<file path="src/rtl/riscv_multicycle_ctrl.sv">
// Main control FSM for the multi-cycle RV32I core: fetch/decode/execute/memory/writeback sequencing,
// memory handshakes and trapping. Optional performance counters are enabled with RISCV_CTRL_PERF_EN.
module riscv_multicycle_ctrl #(
   parameter int unsigned TIMEOUT_CYCLES = 64
) (
   input  logic        clk,
   input  logic        rst_n,
   input  logic        run,
   output logic        imem_req,
   input  logic        imem_ack,
   input  logic        dec_valid,
   input  logic        dec_wb_mem,
   input  logic        dec_rf_wen,
   output logic        ir_we,
   output logic        alu_res_we,
   output logic        dmem_req,
   input  logic        dmem_ack,
   output logic        mdr_we,
   output logic        rf_we,
   output logic        pc_we,
   output logic        trap,
   output logic [1:0]  trap_cause,
`ifdef RISCV_CTRL_PERF_EN
   output logic [31:0] cycle_cnt,
   output logic [31:0] instret_cnt,
`endif
   output logic [2:0]  state_o
);

   localparam int unsigned CNT_W = $clog2(TIMEOUT_CYCLES + 1);

   typedef enum logic [2:0] {
      IDLE   = 3'd0,
      FETCH  = 3'd1,
      DECODE = 3'd2,
      EXEC   = 3'd3,
      MEM    = 3'd4,
      WB     = 3'd5,
      TRAP   = 3'd6
   } state_t;

   state_t           state, state_nxt;
   logic [CNT_W-1:0] wait_cnt, wait_nxt;
   logic [1:0]       cause_nxt;
   logic             last_wait;

   // Final allowed request cycle; an ack here still wins over the timeout.
   assign last_wait = (wait_cnt == CNT_W'(TIMEOUT_CYCLES - 1));
   assign state_o   = state;

   always_ff @(posedge clk or negedge rst_n) begin
      if (!rst_n) begin
         state      <= IDLE;
         wait_cnt   <= '0;
         trap_cause <= 2'b00;
      end else begin
         state      <= state_nxt;
         wait_cnt   <= wait_nxt;
         trap_cause <= cause_nxt;
      end
   end

   always_comb begin
      state_nxt  = state;
      wait_nxt   = '0;
      cause_nxt  = trap_cause;
      imem_req   = 1'b0;
      ir_we      = 1'b0;
      alu_res_we = 1'b0;
      dmem_req   = 1'b0;
      mdr_we     = 1'b0;
      rf_we      = 1'b0;
      pc_we      = 1'b0;
      trap       = 1'b0;
      case (state)
         IDLE: begin
            if (run) state_nxt = FETCH;
         end
         FETCH: begin
            imem_req = 1'b1;
            if (imem_ack) begin
               ir_we     = 1'b1;
               state_nxt = DECODE;
            end else if (last_wait) begin
               state_nxt = TRAP;
               cause_nxt = 2'b10;
            end else begin
               wait_nxt = wait_cnt + CNT_W'(1);
            end
         end
         DECODE: begin
            if (dec_valid) begin
               state_nxt = EXEC;
            end else begin
               state_nxt = TRAP;
               cause_nxt = 2'b01;
            end
         end
         EXEC: begin
            alu_res_we = 1'b1;
            state_nxt  = dec_wb_mem ? MEM : WB;
         end
         MEM: begin
            dmem_req = 1'b1;
            if (dmem_ack) begin
               mdr_we    = 1'b1;
               state_nxt = WB;
            end else if (last_wait) begin
               state_nxt = TRAP;
               cause_nxt = 2'b11;
            end else begin
               wait_nxt = wait_cnt + CNT_W'(1);
            end
         end
         WB: begin
            rf_we     = dec_rf_wen;
            pc_we     = 1'b1;
            state_nxt = run ? FETCH : IDLE;
         end
         TRAP: begin
            trap = 1'b1;
         end
         default: begin
            state_nxt = IDLE;
         end
      endcase
   end

`ifdef RISCV_CTRL_PERF_EN
   // Cycle and retired-instruction counters; both freeze while trapped.
   always_ff @(posedge clk or negedge rst_n) begin
      if (!rst_n) begin
         cycle_cnt   <= '0;
         instret_cnt <= '0;
      end else begin
         if (state != IDLE && state != TRAP) cycle_cnt <= cycle_cnt + 32'd1;
         if (state == WB) instret_cnt <= instret_cnt + 32'd1;
      end
   end
`endif

endmodule

</file>
<file path="config.mk">
export PLATFORM = sky130hd
export DESIGN_NAME = riscv_multicycle_ctrl
export DESIGN_NICKNAME = d
export VERILOG_FILES = /design/src/rtl/riscv_multicycle_ctrl.sv
export SDC_FILE = /design/constraint.sdc
export NUM_CORES = 1
export LEC_CHECK = 0
export BUFFER_PORTS_ARGS = -buffer_cell sky130_fd_sc_hd__buf_4
export CAP_MARGIN = 20
export CORE_AREA = 2 2 42 44
export CTS_CLUSTER_SIZE = 12
export DETAILED_ROUTE_END_ITERATION = 7
export DIE_AREA = 0 0 44 46
export GPL_ROUTABILITY_DRIVEN = 0
export HOLD_SLACK_MARGIN = 0.1
export PLACE_DENSITY_LB_ADDON = 0.15
export REMOVE_ABC_BUFFERS = 1
export SLEW_MARGIN = 20
export SYNTH_ARGS = -nofsm -noshare
export SYNTH_HDL_FRONTEND = slang
export SYNTH_SLANG_ARGS = --single-unit
</file>
<file path="constraint.sdc">
create_clock -name clk -period 1.9 [get_ports clk]
set_input_delay 0.19 -clock clk [delete_from_list [all_inputs] [get_ports clk]]
set_output_delay 0.19 -clock clk [all_outputs]
set_load 0.005 [all_outputs]
</file>
* Word level (Yosys, flattened, before mapping)
Cells that the tools add are included.
** Operators by class
- Add/sub/neg operators :: 1
- Reductions and logical operators :: 4
- Equality and inequality tests :: 13
- Multiplexer cells :: 28
- Bitwise operators :: 1
** Operators with widths (number)
- $mux 7 :: 3
- $pmux 3 s7 :: 1
- $mux 3 :: 5
- $pmux 7 s2 :: 1
- $mux 1 :: 12
- $ne 2x2->1 const B :: 6
- $mux 2 :: 5
- $eq 3x3->1 const B :: 3
- $add 7x1->7 const B :: 1
- $eq 7x6->1 const B :: 1
- $eq 3x2->1 const B :: 2
- $pmux 2 s3 :: 1
- $reduce_and 6->1 :: 1
- $eq 3x1->1 const B :: 1
- $logic_not 3->1 :: 1
- $reduce_bool 3->1 :: 1
- $reduce_and 2->1 :: 1
- $not 1->1 :: 1
** Word-level totals
- Register bits after elaboration :: 12
- Input bits :: 8

* Depth between registers and ports, before layout
- Depth after elaboration :: 4
- Gate-level depth with buffers :: 5

* Worst setup path before layout
Ideal clock, no wire load.
- Kind :: reg-to-reg
- Start point :: register wait_cnt[0]
- End point :: register trap_cause[0]
- Setup slack :: 0.345 ns
- Path buffers :: 1
- Stages on the path, launching flop included :: 6
- Arrival time :: 1.429 ns
- Cells stage by stage :: dfrtp_1 ha_1 and3_1 clkbuf_1 and2_1 a221o_1
** Between the ends
- Longest elaborated chain between the ends :: 3
- Elaborated cells between the ends (all ways) :: 4
- Those cells by class :: eq/ne (3); reduce/logical (1)
** Ends and longest elaborated chain
- start, declared :: line 43 : logic [CNT_W-1:0] wait_cnt, wait_nxt;
- start signal, assigned :: line 58 : wait_cnt <= wait_nxt;
- $eq 7x6->1 * :: line 48 : assign last_wait = (wait_cnt == CNT_W'(TIMEOUT_CYCLES - 1));
- $ne 2x2->1 (no line)
- $reduce_and 6->1 (no line) *
- end signal, assigned :: line 59 : trap_cause <= cause_nxt;
- end, declared :: line 22 : output logic [1:0] trap_cause,
Mark *: on every way between the ends. The rest lies on a longest branch, timed or not.
A chain may end at the register's enable or synchronous reset.

* Final worst setup path
- Start point :: register state[2], in the netlist state_o[2]
- End point :: output port rf_we
** Between the ends
- Longest elaborated chain between the ends :: 2
** Ends and longest elaborated chain
- start, declared :: line 42 : state_t state, state_nxt;
- start signal, assigned :: line 57 : state <= state_nxt;
- $eq 3x3->1 :: line 75 : case (state)
- $mux 1 :: line 75
- end, declared :: line 19 : output logic rf_we,
No other way between the ends.

==> impl_metrics.yaml <==
status:
  status: "finished, final reports clean"
setup_path:
  arrival_ns: 1.47
  startpoint_type: "flop"
  crit_fanout: 10
  criticalPathCategory: "reg2out"
  r2r_cells: 4
  critPathCaptureType: "output port"
  cp.required_ns: 1.71
floorplanning:
  core_area_um2: 1610
  die_x_um: 44
  pin_count: 21
  fp.dieH_um: 46
  die_area_um2: 2020
  start_util_pct: 44.7
  rows: 15
sta:
  whs_ns: 0.232
  setup_violations: 0
  worst-slew-pin-transition_ns: 0.474
  fin_tns_setup_ns: 0
  clock.fmax_ghz: 0.601
  worst_slack_ns: 0.237
  clock-skew-final_ns: 0.00158
  rsz0062_at_grt: "no"
  slew_headroom_pct: 68.4
  final_hold_viol_count: 0
  post-route-min-period_ns: 1.66
  drv_slew: 0
  fin_crit_sh_pct: 87.5
yosys:
  synth_most_common_cell: "dfrtp_1"
  synth_area_leaders: "dfrtp_1, nor4b_4, nor2_1, and3b_1, nor3_1"
  synth_top_area_cell: "dfrtp_1"
  synthCells: 74
  synth.distinct_cells: 32
  synthTopCellsByCount: "dfrtp_1, nor2_1, inv_1, nor3_1"
  synthArstFlopShare_pct: 100
  ys_seq_area_share_pct: 41.7
  synth_seq_cells: 12
  synth_ff_type: "dfrtp_1"
  netlist_area_um2: 721
  syn_avg_cell_area_um2: 9.74
  yosysWarnings: 0
  synth_edf_count: 0
  netlist.area_leader.share_pct: 41.7
cts:
  root_buffer: "clkbuf_4"
  worstSkewPairLatency_ns: 0.27
  cts.clk_slew.worst_paths_ns: 0.07
  htree_levels: 1
  clock_path_buffers: 2
  cts_tree: "yes"
  numClockSinks: 12
  post_cts_resized: 0
  cts_buffers: 3
power:
  power.density_nw_per_um2: 1260
  p_switching_uw: 434
  power.clock.fraction_pct: 13.0
  pwr-share-comb_pct: 46.1
  power_frac_seq_pct: 40.9
  p_sw_share_pct: 37.9
  p_int_uw: 712
  ir_drop_mv: 0.533
  leakagePower_uw: 0.000426
detailed_routing:
  drtPass1Iterations: 4
  avgViaCountPerCell: 5.57
  vias: 618
  ant_nets: 0
  drt-wirelength-per-cell_um: 13.4
  drc: 0
  routed_wl_mm: 1.48
  initialDrtViolationCount: 10
final_layout:
  diodes: 0
  final_cells: 111
  fin_nets: 105
  layout-drive-gt1-share_pct: 29.8
  area_delta_synth_final_pct: 26.2
placed_design:
  port_buffers: 20
  pre_cts_ws_ns: 0.302
  dp_hpwl_mm: 1.11
  dp_cells: 107
global_routing:
  grt_start_max_net_pins: 16
  antenna_found_initial: 0
  grt_pass1_vias: 573
  track_usage_pct: 16.9
  grt_pass1_wl_mm: 2.51
  overflow: 0
hold_path:
  hold_path_class: "in2reg"
  whs_path_depth: 3
run:
  cap_violations: 0
## repair_timing
action,CTS,global route
hold buffers,1,0
hold endpoints to repair,12,0
setup buffers,0,0
## logic make-up after synthesis
kind of cell	Yosys count	synth area share [%]
AO/OA/AOI/OAI	15	16.1
buffers and inverters	10	5.73
adder cells (fa/ha/maj)	1	1.74
flip-flops	12	41.7
AND/OR/NAND/NOR	33	31.1
XOR/XNOR	3	3.65
## path summary, 6_finish.rpt
path                                   from             to  slack [ns]
worst min-delay path              dec_valid  trap_cause[1]        0.23
worst max register to register  wait_cnt[0]  trap_cause[0]        0.30
min in group asynchronous             rst_n    wait_cnt[5]        0.30
worst max-delay path             state_o[2]          rf_we        0.24
worst min register to register  wait_cnt[0]    wait_cnt[0]        0.48
max in group asynchronous             rst_n    wait_cnt[0]        1.45
## worst max-delay path, cell delays in order (launching register included)
cell,delay (ns)
dfrtp_1,0.56
buf_4,0.22
and3b_1,0.19
and2_1,0.13
buf_4,0.10
## stage by stage
| step | utilization (%) | total power, uW | cell area, um2 |
|---|---|---|---|
| after detailed placement | 54.3 | 1010 | 877 |
| after global placement | 54.3 | 995 | 877 |
| after floorplan | - | 736 | 698 |
| after global routing | 56.4 | 1240 | 910 |
| after CTS | 56.4 | 1160 | 910 |
| final | 56.4 | 1150 | 910 |
## layout by cell type (no fill, tap or decap)
master         instances
a211oi_1               2
or4_1                  1
nor3_1                 4
o211ai_1               1
a22oi_1                2
nor2_1                 7
nor4b_4                2
and2_1                 3
o31ai_1                1
nand3_1                1
a31oi_1                2
or3_1                  1
and3b_1                3
nand2_1                3
and3_1                 2
a21bo_2                1
dlygate4sd3_1          1
nor3b_1                2
xor2_1                 1
nor2b_1                1
clkbuf_4               3
nand2b_1               2
xnor2_1                2
inv_1                  5
nor4b_1                1
o21ai_0                1
a221o_1                1
a21oi_1                2
a311oi_2               1
dfrtp_1               12
buf_4                 21
a32oi_1                1
ha_1                   1
## sequential cells by signal, indices dropped and copies added, names as in the netlist
register    count
state_o         3
trap_cause      2
wait_cnt        7
## routing by layer
metal	vias to the layer above	global-route usage [%]	wire length, um
li1	308	-	-
met1	288	21.0	668
met2	20	29.7	731
met3	2	1.59	66
met4	0	7.27	17
met5	-	0	0
## power by group through the flow
stage	Sequential (uW)	Clock, uW	Combinational [uW]
3_5_place_dp	473	0	534
4_1_cts	471	153	537
6_report	469	149	528
3_3_place_gp	469	0	527
5_1_grt	486	168	584
2_1_floorplan	458	0	278
## final cells by class
| type | count | area (um2) |
|---|---|---|
| Fill cell | 141 | 704 |
| Multi-Input combinational cell | 52 | 379 |
| Sequential cell | 12 | 300 |
| Timing Repair Buffer | 22 | 168 |
| Clock buffer | 3 | 22.5 |
| Tap cell | 17 | 21.3 |
| Inverter | 5 | 18.8 |
Note: power is estimated with default switching activity, not from simulation.
